### config.mk
export PLATFORM = sky130hd
export DESIGN_NAME = load_store_unit
export DESIGN_NICKNAME = d
export VERILOG_FILES = /design/src/rtl/load_store_unit_pkg.sv /design/src/rtl/lsu_data_align.sv /design/src/rtl/load_store_unit.sv
export SDC_FILE = /design/constraint.sdc
export NUM_CORES = 1
export LEC_CHECK = 0
export CELL_PAD_IN_SITES_DETAIL_PLACEMENT = 0
export CELL_PAD_IN_SITES_GLOBAL_PLACEMENT = 1
export CORE_ASPECT_RATIO = 0.9
export CORE_MARGIN = 2
export CORE_UTILIZATION = 25
export DETAILED_ROUTE_END_ITERATION = 6
export HOLD_SLACK_MARGIN = 0.15
export PLACE_DENSITY_LB_ADDON = 0.05
export SLEW_MARGIN = 20
export SYNTH_ARGS = -nofsm -noshare
export SYNTH_HDL_FRONTEND = slang
export SYNTH_SLANG_ARGS = --single-unit
### constraint.sdc
create_clock -name clk -period 2 [get_ports clk]
set_input_delay 0.3 -clock clk [delete_from_list [all_inputs] [get_ports clk]]
set_output_delay 0.3 -clock clk [all_outputs]
set_load 0.01 [all_outputs]
### src/rtl/load_store_unit_pkg.sv
// Shared size codes, FSM state type and helpers for the load/store unit.
package load_store_unit_pkg;

  localparam logic [2:0] DATA_SIZE_BYTE        = 3'd0;
  localparam logic [2:0] DATA_SIZE_HALF_WORD   = 3'd1;
  localparam logic [2:0] DATA_SIZE_WORD        = 3'd2;
  localparam logic [2:0] DATA_SIZE_U_BYTE      = 3'd4;
  localparam logic [2:0] DATA_SIZE_U_HALF_WORD = 3'd5;

  typedef enum logic {
    LSU_IDLE = 1'b0,
    LSU_WAIT = 1'b1
  } lsu_state_e;

  function automatic logic size_is_legal(input logic [2:0] size);
    return (size == DATA_SIZE_BYTE)      || (size == DATA_SIZE_HALF_WORD) ||
           (size == DATA_SIZE_WORD)      || (size == DATA_SIZE_U_BYTE)    ||
           (size == DATA_SIZE_U_HALF_WORD);
  endfunction

endpackage

### src/rtl/lsu_data_align.sv
// Combinational lane logic: byte enables, store replication, load extraction
// and extension, plus misaligned/illegal classification of a size/offset pair.
module lsu_data_align
  import load_store_unit_pkg::*;
(
  input  logic [2:0]  size,
  input  logic [1:0]  offset,
  input  logic [31:0] wdata,
  input  logic [31:0] rdata,
  output logic [3:0]  be,
  output logic [31:0] wdata_rep,
  output logic [31:0] rdata_ext,
  output logic        misaligned,
  output logic        illegal
);

  logic [15:0] lane;
  logic        sext;

  always_comb begin
    be         = '0;
    wdata_rep  = '0;
    rdata_ext  = '0;
    misaligned = 1'b0;
    illegal    = !size_is_legal(size);
    lane       = 16'(rdata >> {offset, 3'b000});
    sext       = !size[2];
    case (size)
      DATA_SIZE_BYTE, DATA_SIZE_U_BYTE: begin
        be        = 4'b0001 << offset;
        wdata_rep = {4{wdata[7:0]}};
        rdata_ext = {{24{lane[7] & sext}}, lane[7:0]};
      end
      DATA_SIZE_HALF_WORD, DATA_SIZE_U_HALF_WORD: begin
        misaligned = offset[0];
        be         = 4'b0011 << offset;
        wdata_rep  = {2{wdata[15:0]}};
        rdata_ext  = {{16{lane[15] & sext}}, lane[15:0]};
      end
      DATA_SIZE_WORD: begin
        misaligned = |offset;
        be         = 4'b1111;
        wdata_rep  = wdata;
        rdata_ext  = rdata;
      end
      default: ;
    endcase
  end

endmodule

### src/rtl/load_store_unit.sv
// Load/store unit: classifies a core access, runs one byte-enabled memory
// transaction with req/ready handshake and timeout, returns extended load data.
//
//   state    | meaning
//   ---------+-----------------------------------------------------------
//   LSU_IDLE | no access outstanding; core_req classified combinationally
//   LSU_WAIT | mem_req held with registered attributes until ready/timeout
module load_store_unit
  import load_store_unit_pkg::*;
#(
  parameter int XLEN           = 32,
  parameter int TIMEOUT_CYCLES = 255
) (
  input  logic            clk,
  input  logic            rst_n,
  input  logic            core_req,
  input  logic            core_we,
  input  logic [2:0]      core_size,
  input  logic [XLEN-1:0] core_addr,
  input  logic [XLEN-1:0] core_wdata,
  output logic            core_stall,
  output logic            core_valid,
  output logic [XLEN-1:0] core_rdata,
  output logic            core_misaligned,
  output logic            core_err,
  output logic            mem_req,
  output logic            mem_we,
  output logic [XLEN-1:0] mem_addr,
  output logic [3:0]      mem_be,
  output logic [XLEN-1:0] mem_wdata,
  input  logic [XLEN-1:0] mem_rdata,
  input  logic            mem_ready
);

  localparam logic [7:0] CNT_LAST = 8'(TIMEOUT_CYCLES - 1);

  lsu_state_e state_q, state_d;
  logic [7:0] cnt_q;
  logic [2:0] size_q;
  logic [1:0] off_q;

  logic [2:0]      al_size;
  logic [1:0]      al_off;
  logic [3:0]      al_be;
  logic [XLEN-1:0] al_wdata;
  logic [XLEN-1:0] al_rdata;
  logic            al_misaligned;
  logic            al_illegal;
  logic            in_idle;
  logic            accept;
  logic            timeout;

  // One aligner serves both phases: request attributes in IDLE, load extract in WAIT.
  assign in_idle = (state_q == LSU_IDLE);
  assign al_size = in_idle ? core_size : size_q;
  assign al_off  = in_idle ? core_addr[1:0] : off_q;

  lsu_data_align u_align (
    .size       (al_size),
    .offset     (al_off),
    .wdata      (core_wdata),
    .rdata      (mem_rdata),
    .be         (al_be),
    .wdata_rep  (al_wdata),
    .rdata_ext  (al_rdata),
    .misaligned (al_misaligned),
    .illegal    (al_illegal)
  );

  assign accept  = in_idle && core_req && !al_illegal && !al_misaligned;
  assign timeout = (state_q == LSU_WAIT) && !mem_ready && (cnt_q == CNT_LAST);

  always_ff @(posedge clk or negedge rst_n) begin
    if (!rst_n) state_q <= LSU_IDLE;
    else        state_q <= state_d;
  end

  always_comb begin
    state_d    = state_q;
    core_stall = 1'b0;
    case (state_q)
      LSU_IDLE: begin
        core_stall = accept;
        if (accept) state_d = LSU_WAIT;
      end
      LSU_WAIT: begin
        core_stall = 1'b1;
        if (mem_ready || timeout) state_d = LSU_IDLE;
      end
      default: state_d = LSU_IDLE;
    endcase
  end

  always_ff @(posedge clk or negedge rst_n) begin
    if (!rst_n) begin
      mem_req         <= 1'b0;
      mem_we          <= 1'b0;
      mem_addr        <= '0;
      mem_be          <= '0;
      mem_wdata       <= '0;
      core_valid      <= 1'b0;
      core_misaligned <= 1'b0;
      core_err        <= 1'b0;
      core_rdata      <= '0;
      cnt_q           <= '0;
      size_q          <= '0;
      off_q           <= '0;
    end else begin
      core_valid      <= 1'b0;
      core_misaligned <= 1'b0;
      core_err        <= 1'b0;
      if (in_idle) begin
        if (core_req && al_illegal) begin
          core_err <= 1'b1;
        end else if (core_req && al_misaligned) begin
          core_misaligned <= 1'b1;
        end else if (accept) begin
          mem_req   <= 1'b1;
          mem_we    <= core_we;
          mem_addr  <= {core_addr[XLEN-1:2], 2'b00};
          mem_be    <= al_be;
          mem_wdata <= al_wdata;
          size_q    <= core_size;
          off_q     <= core_addr[1:0];
          cnt_q     <= '0;
        end
      end else begin
        // Ready on the last timeout cycle still completes the access.
        if (mem_ready) begin
          mem_req    <= 1'b0;
          core_valid <= 1'b1;
          if (!mem_we) core_rdata <= al_rdata;
        end else if (timeout) begin
          mem_req  <= 1'b0;
          core_err <= 1'b1;
        end else begin
          cnt_q <= cnt_q + 8'd1;
        end
      end
    end
  end

endmodule

---- Yosys cells after proc, flatten, opt, wreduce, memory -nomap -nowiden ----
Cells that the tools add are included.
W data, S select, Z words.
operators by class
  add/subtract/negate cells ............... 1
  equal/unequal tests ..................... 10
  shift-type cells ........................ 3
  multiplexer cells ....................... 31
  bitwise operators ....................... 6
  reduce and logical (&&, ||, !) cells .... 25
operators with widths
  cell                   count
  $pmux W32 S3           2
  $mux W8                6
  $shr A32 B5 Y16        1
  $mux W1                17
  $pmux W4 S3            1
  $add A8 B1 Y8 const B  1
  $eq A8 B8 Y1 const B   1
  $ne A2 B2 Y1 const B   4
  $reduce_and A4 Y1      2
  $logic_and A1 B1 Y1    7
  $eq A3 B3 Y1 const B   2
  $pmux W1 S2            3
  $reduce_or A2 Y1       3
  $logic_or A1 B1 Y1     5
  $reduce_and A5 Y1      1
  $logic_not A1 Y1       4
  $not A1 Y1             4
  $shl A1 B2 Y4 const A  1
  $shl A2 B2 Y4 const A  1
  $eq A3 B1 Y1 const B   1
  $eq A3 B2 Y1 const B   1
  $logic_not A3 Y1       1
  $mux W3                1
  $ne A3 B2 Y1 const B   1
  other kinds (4)        5
word-level totals
  register bits ........................... 117
  bits of input ports ..................... 104

---- Longest topological paths before layout ----
  depth after elaboration ................. 12
  gate-level depth with buffers ........... 8
  gate-level depth less buffers ........... 7

---- Cells and area by module ----
From an unflattened synthesis, not the netlist that was laid out.
unflattened totals
  cell total of the unflattened synthesis .. 607
  area, all modules ....................... 5,805.6 um^2
by module, submodules not included
  module           times used  cells an instance  area each (um^2)  sequential area each (um^2)
  load_store_unit  1           441                4,648.2           2,927.8
  lsu_data_align   1           166                1,157.4           0.0

---- Worst setup path before layout ----
OpenSTA, ideal clock, no wires.
  path type ............................... register to output
  from .................................... register state_q
  to ...................................... output core_stall
  arrival time ............................ 1.618 ns
  path slack .............................. 0.082 ns
  cell stages (with the launch flop) ...... 7
  path through ............................ dfrtp_1 -> buf_6 -> a2111oi_0 -> a41oi_2 -> buf_2 -> buf_2 -> nand2_1
on the way
  longest elaborated chain between the ends .. 9
RTL lines
  what                                             line                   source
  from (decl)                                      load_store_unit.sv:37  lsu_state_e state_q, state_d;
  from (signal assigned)                           load_store_unit.sv:75  else state_q <= state_d;
  branches (longest 8 deep; another with $mux W3)  n/a
  $pmux W1 S2 (*)                                  load_store_unit.sv:81  case (state_q)
  to (decl)                                        load_store_unit.sv:21  output logic core_stall,
Every way passes the cells marked *.

---- Worst setup path in the final report ----
  from .................................... input core_req
  to ...................................... output core_stall
on the way
  longest elaborated chain between the ends .. 4
RTL lines
  what                               line                   source
  from (decl)                        load_store_unit.sv:16  input logic core_req,
  $logic_and A1 B1 Y1 (3 in series)  load_store_unit.sv:70  assign accept = in_idle && core_req && !al_illegal && !al_misaligned;
  $pmux W1 S2                        load_store_unit.sv:81
No other way between the ends.

==> reports/metrics.yaml <==
clock_network:
  cts-root-buf: "clkbuf_16"
  clock-sinks: 117
  numCtsBuffers: 17
  htreeDepth: 4
  cts_tree: "yes"
  clock_path_buffers: 2
  clock_latency_ns: 0.41
  path_clk_slew_ns: 0.06
timing:
  hold_viol: 0
  finalMaxSlewViolations: 0
  max_freq_mhz: 488
  rsz0062_at_grt: "yes"
  worst_slack_ns: -0.0484
  setup_violations: 1
  timing.setup.tns_ns: -0.0484
  min_period_ns: 2.05
  period_share_pct: 102
  hold_ws_ns: 0.372
  skew_ns: 0.0113
worst_setup_path:
  cp.arrival_ns: 1.75
  rr_worst_depth: 8
  critPathLaunch: "core_req"
  worstSetupStartpointType: "primary input"
  path_max_fanout: 2
  rrSetupSlack_ns: 0.01
  r2r-end: "core_rdata[29]"
  end_kind: "primary output"
  cp.required_ns: 1.70
  critPathBufInv: 4
  slowest_delay_ns: 0.52
  path_class: "in2out"
  crit_chain: "clkdlybuf4s50_1 -> inv_1 -> a2111oi_2 -> buf_4 -> a41oi_4 -> nand2_1 -> buf_2"
  crit_slowest_cell: "clkdlybuf4s50_1"
  r2r-start: "state_q"
  critPathTopFamily: "buffers and inverters"
placement:
  gp_congestion: 0.828
  pre_cts_ws_ns: -0.444
  hpwlAfterDp_um: 15000
  port-buffer-count: 207
  dpl_cell_area_um2: 8530
outcome:
  violations: "setup timing"
  outcome: "finished with violations"
drt:
  wl_per_cell_um: 17.9
  antenna_left: 0
  drt_iter0_markers: 301
  vias: 5415
  viasPerCell: 4.61
  routed_wl_um: 21000
  drc: 0
  first_pass_iters: 4
global_route:
  grt_pass1_wl_um: 32000
  grt_pass1_vias: 5545
  overflow: 0
  antenna_found_initial: 2
  grt_max_degree: 86
  grt.total_usage_pct: 17.3
power:
  powerDensity_nw_per_um2: 1300
  vdd_drop_max_uv: 523
  p_leak_nw: 4.19
synthesis:
  synth_edf_count: 0
  synth_area_per_cell_um2: 9.45
  ys_top_cells_by_area: "dfrtp_1 51%, nand2_1 12%, mux2i_1 3.2%"
  synth_cells: 604
  synthArstFlopShare_pct: 100
  ys_seq_area_share_pct: 51.3
  synthDistinctLibCells: 61
  yosysTopAreaCellShare_pct: 51.3
  synth-main-ff-cell: "dfrtp_1"
  netlist_area_um2: 5710
  ys_ff_latch: 117
  yosys_warnings: 0
  yosys.area.top_type: "dfrtp_1"
run:
  max_cap_viol_count: 0
floorplan:
  core_area_um2: 22400
  io_pins: 210
  dieArea_um2: 24100
  start_util_pct: 25.4
  placementRows: 52
  die_w_um: 163
  die_h_um: 147
final_layout:
  area_delta_synth_final_pct: 64.9
  drive_above_1_share_pct: 17.6
  fillers: 2242
  fin_area_um2: 9420
  multiInputGateArea_um2: 2670
  register_area_um2: 2930
  num-nets-final: 969
  layout_commonest_cell: "clkdlybuf4s50_1"
  final_cell_mix: "205 x clkdlybuf4s50_1, 184 x nand2_1, 116 x dfrtp_1"
worst_hold_path:
  hp-class: "in2async"
## where the power goes
group          leakage [nW]  switching [mW]  internal (mW)  total (mW)
clock network         0.309            1.14           2.10        3.23
logic                  2.39            2.37           2.84        5.22
registers              1.49           0.575           3.26        3.84
## through the flow
step	utilization, %	total power [mW]	cells
2_1_floorplan	-	5.93	605
3_3_place_gp	38.0	8.85	1132
3_5_place_dp	38.0	8.92	1132
4_1_cts	41.2	12.3	1168
5_1_grt	41.9	13.1	1173
6_report	41.9	12.3	1174
## area by class of cell
type                            instances  share of cell area [%]
Sequential cell                       117                    31.1
Timing Repair Buffer                  278                    29.6
Multi-Input combinational cell        443                    28.4
Clock buffer                           21                    5.10
Tap cell                              297                    3.95
Clock inverter                         11                    1.57
Inverter                                6                   0.239
Antenna cell                            1                  0.0266
## cell usage after synthesis (10+ instances only)
library cell	count
a2bb2oi_1	15
nor2_1	29
dfrtp_1	117
nand2_1	184
clkbuf_1	13
a22oi_1	15
buf_2	16
and3_1	16
mux2_2	10
o21ai_1	17
a21oi_1	25
o21ai_0	31
mux2i_1	18
## flip-flops by register name (all words and copies together), names as in the netlist, 2 cells and up
register	count
cnt_q	8
size_q	3
off_q	2
mem_addr	30
mem_be	4
core_rdata	32
mem_wdata	32
## logic make-up (layout without fill, tap and decap cells)
kind of cell             after synthesis  count (layout)  synth area share, %
XOR/XNOR                               4               4                0.614
adder cells (fa/ha/maj)                2               2                0.438
AO/OA/AOI/OAI                        145             145                 17.9
other                                  1               3               0.0657
AND/OR/NAND/NOR                      257             258                 19.0
multiplexers                          32              32                 6.27
buffers and inverters                 46             316                 4.43
flip-flops                           117             117                 51.3
## worst max path at each step
stage / endpoint / cells after the start
floorplan: core_stall / 6
global placement: core_stall / 7
detailed placement: core_stall / 7
CTS: core_stall / 5
global route: core_stall / 7
finish: core_stall / 7
## timing repair
item	4_1_cts	5_1_grt
hold buffers	1	0
pin swaps	1	2
gates resized for setup	17	26
endpoints found under the hold margin	24	0
gates cloned	0	3
setup endpoints to repair	110	92
buffers inserted	3	2
## routing by layer
metal / share of wire [%] / GRT usage (%) / up-vias
met5: 0 / 0 / -
met4: 0.85 / 4.20 / 0
met3: 6.8 / 5.65 / 15
met2: 45 / 26.1 / 145
met1: 47 / 24.0 / 2645
li1: - / - / 2610
Power figures use the tool's default switching activity.
